### config.mk
export PLATFORM = sky130hd
export DESIGN_NAME = i_fetch_queue_flat
export DESIGN_NICKNAME = d
export VERILOG_FILES = /design/src/rtl/i_fetch_queue_if.sv /design/src/rtl/i_fetch_queue.sv /design/src/flat_wrapper.sv
export SDC_FILE = /design/constraint.sdc
export NUM_CORES = 1
export LEC_CHECK = 0
export ABC_AREA = 1
export BUFFER_PORTS_ARGS = -buffer_cell sky130_fd_sc_hd__clkbuf_2
export CAP_MARGIN = 30
export CORE_ASPECT_RATIO = 1.1
export CORE_UTILIZATION = 45
export CTS_CLUSTER_DIAMETER = 60
export DETAILED_ROUTE_END_ITERATION = 7
export PLACE_DENSITY_LB_ADDON = 0.1
export SYNTH_ARGS = -nofsm -noshare
export SYNTH_HDL_FRONTEND = slang
export SYNTH_SLANG_ARGS = --single-unit
### constraint.sdc
create_clock -name clk -period 16.2 [get_ports clk]
set_input_delay 2.43 -clock clk [delete_from_list [all_inputs] [get_ports clk]]
set_output_delay 2.43 -clock clk [all_outputs]
set_load 0.01 [all_outputs]
### src/rtl/i_fetch_queue_if.sv
`default_nettype none
// +------------------------------------------------------------------+
// | i_fetch_queue_if : cache / redirect / dispatch bundle of the IFQ  |
// | Rev 1.0                                                           |
// +------------------------------------------------------------------+
interface i_fetch_queue_if #(
  parameter int DATA_WIDTH       = 32,
  parameter int CACHE_LINE_WIDTH = 128
);
  logic [DATA_WIDTH-1:0]       cache_pc;
  logic                        cache_rd_en;
  logic                        cache_abort;
  logic [CACHE_LINE_WIDTH-1:0] cache_line;
  logic                        cache_line_valid;
  logic                        jmp_br_valid;
  logic [DATA_WIDTH-1:0]       jmp_br_addr;
  logic                        disp_rd_en;
  logic [DATA_WIDTH-1:0]       instr;
  logic [DATA_WIDTH-1:0]       instr_pc;
  logic [DATA_WIDTH-1:0]       instr_pc_plus4;
  logic                        empty;
  logic [31:0]                 stall_cnt;

  modport master (
    output cache_pc, cache_rd_en, cache_abort,
    output instr, instr_pc, instr_pc_plus4, empty, stall_cnt,
    input  cache_line, cache_line_valid, jmp_br_valid, jmp_br_addr, disp_rd_en
  );

  modport slave (
    input  cache_pc, cache_rd_en, cache_abort,
    input  instr, instr_pc, instr_pc_plus4, empty, stall_cnt,
    output cache_line, cache_line_valid, jmp_br_valid, jmp_br_addr, disp_rd_en
  );
endinterface
`default_nettype wire

### src/rtl/i_fetch_queue.sv
`default_nettype none
// +------------------------------------------------------------------+
// | i_fetch_queue : line-buffered instruction fetch queue with        |
// | redirect; optional empty-cycle counter under IFQ_STALL_CNT_EN     |
// | Rev 1.0                                                           |
// +------------------------------------------------------------------+
module i_fetch_queue #(
  parameter int DATA_WIDTH       = 32,
  parameter int CACHE_LINE_WIDTH = 128,
  parameter int DEPTH            = 4
) (
  input  wire logic       clk,
  input  wire logic       rst,
  i_fetch_queue_if.master bus_io
);
  localparam int c_WORDS  = CACHE_LINE_WIDTH / DATA_WIDTH;
  localparam int c_WSEL_W = $clog2(c_WORDS);
  localparam int c_WB_W   = $clog2(DATA_WIDTH / 8);
  localparam int c_OFF_W  = $clog2(CACHE_LINE_WIDTH / 8);
  localparam int c_PTR_W  = $clog2(DEPTH);
  localparam int c_CNT_W  = $clog2(DEPTH + 1);

  localparam logic [DATA_WIDTH-1:0] c_LINE_BYTES = DATA_WIDTH'(CACHE_LINE_WIDTH / 8);
  localparam logic [DATA_WIDTH-1:0] c_WORD_BYTES = DATA_WIDTH'(DATA_WIDTH / 8);
  localparam logic [c_CNT_W-1:0]    c_FULL       = c_CNT_W'(DEPTH);
  localparam logic [c_WSEL_W-1:0]   c_LAST_WORD  = c_WSEL_W'(c_WORDS - 1);

  logic [CACHE_LINE_WIDTH-1:0] mem_q [DEPTH];
  logic [DATA_WIDTH-1:0]       fetch_pc_q, fetch_pc_d;
  logic [DATA_WIDTH-1:0]       disp_pc_q, disp_pc_d;
  logic [c_PTR_W-1:0]          wr_ptr_q, wr_ptr_d;
  logic [c_PTR_W-1:0]          rd_ptr_q, rd_ptr_d;
  logic [c_CNT_W-1:0]          count_q, count_d;
  logic [c_WSEL_W-1:0]         word_sel_q, word_sel_d;

  logic                        w_full;
  logic                        w_empty;
  logic                        w_rd_en;
  logic                        w_write;
  logic                        w_pop;
  logic                        w_line_pop;
  logic [CACHE_LINE_WIDTH-1:0] w_head_line;
  logic                        w_unused_addr_lsb;

  // Full is judged on the registered count, so a same-cycle pop never frees a slot.
  assign w_full     = (count_q == c_FULL);
  assign w_empty    = (count_q == '0);
  assign w_rd_en    = !rst && !bus_io.jmp_br_valid && !w_full;
  assign w_write    = w_rd_en && bus_io.cache_line_valid;
  assign w_pop      = bus_io.disp_rd_en && !w_empty && !bus_io.jmp_br_valid;
  assign w_line_pop = w_pop && (word_sel_q == c_LAST_WORD);

  assign w_unused_addr_lsb = ^bus_io.jmp_br_addr[c_WB_W-1:0];

  always_comb begin
    fetch_pc_d = fetch_pc_q;
    disp_pc_d  = disp_pc_q;
    wr_ptr_d   = wr_ptr_q;
    rd_ptr_d   = rd_ptr_q;
    count_d    = count_q;
    word_sel_d = word_sel_q;
    if (bus_io.jmp_br_valid) begin
      fetch_pc_d = {bus_io.jmp_br_addr[DATA_WIDTH-1:c_OFF_W], c_OFF_W'(0)};
      disp_pc_d  = bus_io.jmp_br_addr;
      wr_ptr_d   = '0;
      rd_ptr_d   = '0;
      count_d    = '0;
      word_sel_d = bus_io.jmp_br_addr[c_OFF_W-1:c_WB_W];
    end else begin
      if (w_write) begin
        wr_ptr_d   = wr_ptr_q + c_PTR_W'(1);
        fetch_pc_d = fetch_pc_q + c_LINE_BYTES;
      end
      if (w_pop) begin
        disp_pc_d = disp_pc_q + c_WORD_BYTES;
        if (w_line_pop) begin
          word_sel_d = '0;
          rd_ptr_d   = rd_ptr_q + c_PTR_W'(1);
        end else begin
          word_sel_d = word_sel_q + c_WSEL_W'(1);
        end
      end
      case ({w_write, w_line_pop})
        2'b10:   count_d = count_q + c_CNT_W'(1);
        2'b01:   count_d = count_q - c_CNT_W'(1);
        default: count_d = count_q;
      endcase
    end
  end

  always_ff @(posedge clk) begin
    if (rst) begin
      fetch_pc_q <= '0;
      disp_pc_q  <= '0;
      wr_ptr_q   <= '0;
      rd_ptr_q   <= '0;
      count_q    <= '0;
      word_sel_q <= '0;
    end else begin
      fetch_pc_q <= fetch_pc_d;
      disp_pc_q  <= disp_pc_d;
      wr_ptr_q   <= wr_ptr_d;
      rd_ptr_q   <= rd_ptr_d;
      count_q    <= count_d;
      word_sel_q <= word_sel_d;
    end
  end

  always_ff @(posedge clk) begin
    if (w_write) begin
      mem_q[wr_ptr_q] <= bus_io.cache_line;
    end
  end

  assign w_head_line           = mem_q[rd_ptr_q];
  assign bus_io.cache_pc       = fetch_pc_q;
  assign bus_io.cache_rd_en    = w_rd_en;
  assign bus_io.cache_abort    = !rst && bus_io.jmp_br_valid;
  assign bus_io.instr          = w_head_line[word_sel_q*DATA_WIDTH +: DATA_WIDTH];
  assign bus_io.instr_pc       = disp_pc_q;
  assign bus_io.instr_pc_plus4 = disp_pc_q + c_WORD_BYTES;
  assign bus_io.empty          = w_empty;

`ifdef IFQ_STALL_CNT_EN
  logic [31:0] stall_cnt_q;

  always_ff @(posedge clk) begin
    if (rst) begin
      stall_cnt_q <= '0;
    end else if (w_empty && (stall_cnt_q != 32'hFFFF_FFFF)) begin
      stall_cnt_q <= stall_cnt_q + 32'd1;
    end
  end

  assign bus_io.stall_cnt = stall_cnt_q;
`else
  assign bus_io.stall_cnt = 32'd0;
`endif

endmodule
`default_nettype wire

### src/flat_wrapper.sv
// flat-port wrapper written by rule: the top's interface ports become plain ports
module i_fetch_queue_flat 
#(
  parameter int DATA_WIDTH       = 32,
  parameter int CACHE_LINE_WIDTH = 128,
  parameter int DEPTH            = 4
)
  (clk, rst, bus_io_cache_pc, bus_io_cache_rd_en, bus_io_cache_abort, bus_io_instr, bus_io_instr_pc, bus_io_instr_pc_plus4, bus_io_empty, bus_io_stall_cnt, bus_io_cache_line, bus_io_cache_line_valid, bus_io_jmp_br_valid, bus_io_jmp_br_addr, bus_io_disp_rd_en);
  i_fetch_queue_if #(.DATA_WIDTH(DATA_WIDTH), .CACHE_LINE_WIDTH(CACHE_LINE_WIDTH)) bus_io_i ();
  input  wire logic clk;
  input  wire logic rst;
  output wire logic [$bits(bus_io_i.cache_pc)-1:0] bus_io_cache_pc;
  output wire logic [$bits(bus_io_i.cache_rd_en)-1:0] bus_io_cache_rd_en;
  output wire logic [$bits(bus_io_i.cache_abort)-1:0] bus_io_cache_abort;
  output wire logic [$bits(bus_io_i.instr)-1:0] bus_io_instr;
  output wire logic [$bits(bus_io_i.instr_pc)-1:0] bus_io_instr_pc;
  output wire logic [$bits(bus_io_i.instr_pc_plus4)-1:0] bus_io_instr_pc_plus4;
  output wire logic [$bits(bus_io_i.empty)-1:0] bus_io_empty;
  output wire logic [$bits(bus_io_i.stall_cnt)-1:0] bus_io_stall_cnt;
  input wire logic [$bits(bus_io_i.cache_line)-1:0] bus_io_cache_line;
  input wire logic [$bits(bus_io_i.cache_line_valid)-1:0] bus_io_cache_line_valid;
  input wire logic [$bits(bus_io_i.jmp_br_valid)-1:0] bus_io_jmp_br_valid;
  input wire logic [$bits(bus_io_i.jmp_br_addr)-1:0] bus_io_jmp_br_addr;
  input wire logic [$bits(bus_io_i.disp_rd_en)-1:0] bus_io_disp_rd_en;
  assign bus_io_cache_pc = bus_io_i.cache_pc;
  assign bus_io_cache_rd_en = bus_io_i.cache_rd_en;
  assign bus_io_cache_abort = bus_io_i.cache_abort;
  assign bus_io_instr = bus_io_i.instr;
  assign bus_io_instr_pc = bus_io_i.instr_pc;
  assign bus_io_instr_pc_plus4 = bus_io_i.instr_pc_plus4;
  assign bus_io_empty = bus_io_i.empty;
  assign bus_io_stall_cnt = bus_io_i.stall_cnt;
  assign bus_io_i.cache_line = bus_io_cache_line;
  assign bus_io_i.cache_line_valid = bus_io_cache_line_valid;
  assign bus_io_i.jmp_br_valid = bus_io_jmp_br_valid;
  assign bus_io_i.jmp_br_addr = bus_io_jmp_br_addr;
  assign bus_io_i.disp_rd_en = bus_io_disp_rd_en;
  i_fetch_queue #(.DATA_WIDTH(DATA_WIDTH), .CACHE_LINE_WIDTH(CACHE_LINE_WIDTH), .DEPTH(DEPTH)) u_core (.clk(clk), .rst(rst), .bus_io(bus_io_i));
endmodule
# Word level (Yosys, flattened, before mapping)

Memory sizes are Yosys's and may differ from the RTL's. A register that Yosys moved wholly into a read port is not among the register bits.
Index checks and enable logic that the tools add are counted.

Input port bits: 165
Memories kept: 1
RAM bits: 512
Word-level logic and storage cells: 49
Register bits after elaboration: 73

Shift-type cells: 1
Multiplexer cells: 12
Add/sub/neg operators: 7
Equality and inequality tests: 4
Reductions and logical operators: 17

Memories:

| memory       | words | width | read ports | clocked after Yosys merged registers in | write ports | RTL line            | text |
|---|---|---|---|---|---|---|---|
| u_core.mem_q | 4     | 128   | 1          | 1                                       | 1           | i_fetch_queue.sv:28 | `logic [CACHE_LINE_WIDTH-1:0] mem_q [DEPTH];` |

Operator list:

| operator                                          | number |
|---|---|
| 2-to-1 mux 32 bit                                 | 4 |
| variable part select 128 x 8 -> 32 bit            | 1 |
| adder 32 x 3 -> 32 bit (second input constant)    | 1 |
| adder 32 x 5 -> 32 bit (second input constant)    | 1 |
| 2-to-1 mux 2 bit                                  | 5 |
| logical AND 1 bit                                 | 7 |
| adder 2 x 1 -> 2 bit (second input constant)      | 3 |
| case mux 3 bit (2 select lines)                   | 1 |
| nonzero test 2 bit                                | 3 |
| == test 2 bit (second input constant)             | 2 |
| logical NOT 1 bit                                 | 4 |
| adder 3 x 1 -> 3 bit (second input constant)      | 1 |
| == test 3 bit (second input constant)             | 1 |
| logical NOT 3 bit                                 | 1 |
| subtractor 3 x 1 -> 3 bit (second input constant) | 1 |
| == test 2 x 1 -> 1 bit (second input constant)    | 1 |
| 2-to-1 mux 1 bit                                  | 2 |
| AND reduction 2 bit                               | 1 |
| OR reduction 2 bit                                | 1 |

# Depth between registers and ports, before layout

Word-level depth: 8
Gate-level depth with buffers: 13
Gate-level depth less buffers: 13

# Worst setup path after synthesis

No wires, ideal clock.

Path type: input -> register
Start point: input port bus_io_jmp_br_valid
End point: memory u_core.mem_q[0][0], enable pin
Buffers on the path: 2
Arrival time: 8.404 ns
Cell stages on the path: 5
Setup slack: 7.178 ns
Library setup time: 0.617 ns
Path through: buf_2 -> nor2_1 -> nand3_1 -> clkbuf_1 -> nor2_1

Cells in the longest elaborated chain, start to end: 6

Ends and longest elaborated chain:

| item                                   | RTL line             | text |
|---|---|---|
| start, declared                        | flat_wrapper.sv:22   | `input wire logic [$bits(bus_io_i.jmp_br_valid)-1:0] bus_io_jmp_br_valid;` |
| logical NOT 1 bit                      | i_fetch_queue.sv:48  | `assign w_rd_en = !rst && !bus_io.jmp_br_valid && !w_full;` |
| logical AND 1 bit (2 in a row)         | i_fetch_queue.sv:48  |  |
| logical AND 1 bit                      | i_fetch_queue.sv:49  | `assign w_write = w_rd_en && bus_io.cache_line_valid;` |
| 2-to-1 mux 1 bit                       | i_fetch_queue.sv:110 | `if (w_write) begin` |
| 2-to-1 mux 1 bit (implied by the code) | i_fetch_queue.sv:111 | `mem_q[wr_ptr_q] <= bus_io.cache_line;` |
| end, declared                          | i_fetch_queue.sv:28  |  |

Every way passes these cells.

# Worst setup path in the final report

Start point: input port bus_io_jmp_br_valid
End point: output port bus_io_cache_rd_en

Cells in the longest elaborated chain, start to end: 3

Ends and longest elaborated chain:

| item                           | RTL line            | text |
|---|---|---|
| logical NOT 1 bit              | i_fetch_queue.sv:48 |  |
| logical AND 1 bit (2 in a row) | i_fetch_queue.sv:48 |  |
| end, declared                  | flat_wrapper.sv:13  | `output wire logic [$bits(bus_io_i.cache_rd_en)-1:0] bus_io_cache_rd_en;` |

Every way passes these cells.

==> impl_metrics.csv <==
group,metric,value,unit
run_status,status,"finished clean",
hold_path,hp-class,"reg -> reg",
placement,portBuffers,291,
pwr,ir_drop,0.0000958,V
placement,place_congestion,0.895,
detailed_routing,dr_total_vias,17800,
synth,ys_types,31,
run,drv_cap,0,
clock_network,clk_pin_slew,60,ps
critical_path,crit_top_cell,"clkbuf_2",
critical_path,cp_slowest_cell,"nor2_1",
synth,yosys-top-cells-count,"edfxtp_1, nor2_1, o21ai_0",
sta,slew_violations,0,
sta,worst_pin_slew,990,ps
clock_network,htreeDepth,2,
pwr,totalPowerFinal,0.00321,W
sta,final-hold-violation-count,0,
clock_network,post-cts-setup-buffer-count,0,
clock_network,cts_root_buf,"clkbuf_16",
placement,placed_area,0.0268,mm^2
critical_path,max_stage_delay,780,ps
final_layout,seqCellArea,0.0168,mm^2
final_layout,area_delta_synth_final,15.8,%
final_layout,final_core_util,0.532,
critical_path,worstSetupPathType,"in -> out",
clock_network,ctsHoldBuffers,0,
floorplanning,core,0.0541,mm^2
sta,setup-tns-final,0,ps
grt,grt_pass1_vias,17000,
critical_path,cp_top_family,"simple AND/OR/NAND/NOR gates",
clock_network,clk_latency,630,ps
sta,fin_ws,9620,ps
grt,grt_max_degree,116,
detailed_routing,wirelength,69.5,mm
clock_network,cts_resized,0,
synth,seq_area_frac_synth,0.676,
synth,synth.top_cell.area_share,0.619,
synth,synth_ff_type,"edfxtp_1",
placement,place_hpwl,44.5,mm
critical_path,cp.buffers_inverters,3,
pwr,power_density,112,mW/mm^2
synth,synth_top_area_cell,"edfxtp_1",
floorplanning,io_pins,328,
sta,slew_headroom,0.340,
detailed_routing,drtPass1Iterations,7,
clock_network,cts_buffers,61,
critical_path,crit_required,13770,ps
critical_path,endpoint_kind,"output port",
clock_network,clockBufferDepth,3,
floorplanning,start_util,0.459,
detailed_routing,drtIter0Drc,1464,
clock_network,cts_tree,"built",
synth,synth_cells,2312,
synth,yosys_warnings,0,
critical_path,path_cells,"clkbuf_2 -> nor2_1 -> inv_1 -> a21oi_1 -> clkbuf_2",
synth,yosys.cell_count.top_type,"edfxtp_1",
sta,finalSetupViolations,0,
detailed_routing,wl_per_cell,20.8,um
final_layout,drive_gt1_frac,0.161,
pwr,p_leak,10.1,nW
detailed_routing,drc,0,
grt,antenna_found_initial,13,
critical_path,crit_arrival,4150,ps
synth,syn_avg_cell_area,10.7,um^2
clock_network,cts_num_sinks,583,
final_layout,n_fill_cell,4804,
grt,overflow,0,
sta,fin_crit,6580,ps
critical_path,crit_fanout,33,
synth,synth-seq-cells,583,
sta,skew,23.9,ps
grt,gr-usage-all-layers,0.245,
synth,synth.top_cells.by_area,"edfxtp_1, nor2_1, o21ai_0",
synth,async_reset_ff_frac,0,
floorplanning,dieWidth,226,um
detailed_routing,vias_per_cell,5.34,
final_layout,final_area,0.0288,mm^2
grt,grt_pass1_wl,103,mm
synth,netlist_area,0.0249,mm^2
sta,finalCritPeriodShare,0.406,
placement,post-place-ws,9590,ps
sta,rsz0062_at_grt,"false",
floorplanning,rows,89,
floorplanning,die-height,248,um
synth,synth_edf_count,512,
detailed_routing,ant_nets,0,
sta,fmax,0.152,GHz
final_layout,nets,2735,
floorplanning,die_area,0.0562,mm^2
critical_path,start_kind,"primary input",
final_layout,multi_input_area,0.00694,mm^2
==> final cells by class <==
class / count / share of cell area
inverters: 123 / 0.0163
diodes: 3 / 0.000261
clock inverters: 38 / 0.0121
clock buffers: 72 / 0.0552
multi-input cells: 1477 / 0.241
flip-flops and latches: 583 / 0.584
repair buffers: 315 / 0.0596
well taps: 728 / 0.0316
==> registers in the layout, indices dropped and copies added (netlist names), named ones only <==
signal and flops:
u_core.bus_io.cache_pc 28, u_core.bus_io.instr_pc 32, u_core.count_q 3, u_core.mem_q 512, u_core.rd_ptr_q 2, u_core.word_sel_q 2, u_core.wr_ptr_q 2
==> layer usage <==
metal	GRT usage	share of wire	vias up	routed length (um)
li1	-	-	8510	-
met1	0.312	0.41	8594	28600
met2	0.410	0.49	563	34000
met3	0.0492	0.062	141	4300
met4	0.0909	0.035	18	2430
met5	0	0.0018	-	125
==> worst paths after layout <==
path	cells after the start	to	slack, ps	start
min reg2reg	1	u_core.count_q[0]$_SDFFE_PP0P_	480	u_core.count_q[0]$_SDFFE_PP0P_
max	5	bus_io_cache_rd_en	9620	bus_io_jmp_br_valid
max reg2reg	7	u_core.mem_q[1][110]$_DFFE_PP_	12840	u_core.count_q[0]$_SDFFE_PP0P_
min	1	u_core.count_q[0]$_SDFFE_PP0P_	480	u_core.count_q[0]$_SDFFE_PP0P_
==> logic make-up (layout without fill, tap and decap cells) <==
logic type / Yosys count / after routing / share of synthesized area
other: 1 / 39 / 0.000151
DFF: 583 / 583 / 0.676
AOI/OAI and AO/OA: 563 / 563 / 0.127
and+or+nand+nor: 850 / 850 / 0.134
adders and majority gates: 9 / 9 / 0.00483
xor gates and xnor gates: 19 / 19 / 0.00670
buffers and inverters: 287 / 548 / 0.0516
==> through the flow <==
stage	std cells	hold WS (ps)
CTS	3336	485
global placement	3221	461
finish	3339	484
floorplan	2347	444
global route	3339	517
detailed placement	3226	474
==> where the power goes <==
part / internal [W] / switching, W / total, W / leakage, nW
Clock: 0.000778 / 0.000579 / 0.00136 / 0.952
Combinational: 0.0000568 / 0.000122 / 0.000179 / 3.98
Sequential: 0.00165 / 0.0000191 / 0.00167 / 5.21
Total: 0.00249 / 0.000720 / 0.00321 / 10.1
==> placed cells by master, fill, tap and decap left out, types with 6 or more instances in the layout <==
cell       instances
nand2_1          281
inv_1            119
a21oi_1           64
ha_1               8
edfxtp_1         512
xor2_1            18
clkinv_2          12
buf_4             19
clkbuf_2         291
o21ai_0          285
o21ai_1           72
nor2_1           485
o211ai_1         129
clkinv_1          14
nand3_1           64
nor2_2             6
dfxtp_1           67
conb_1            36
a31oi_1            7
clkbuf_1          10
clkbuf_16         62
nor2_4             6
Note: power is estimated with default switching activity, not from simulation.
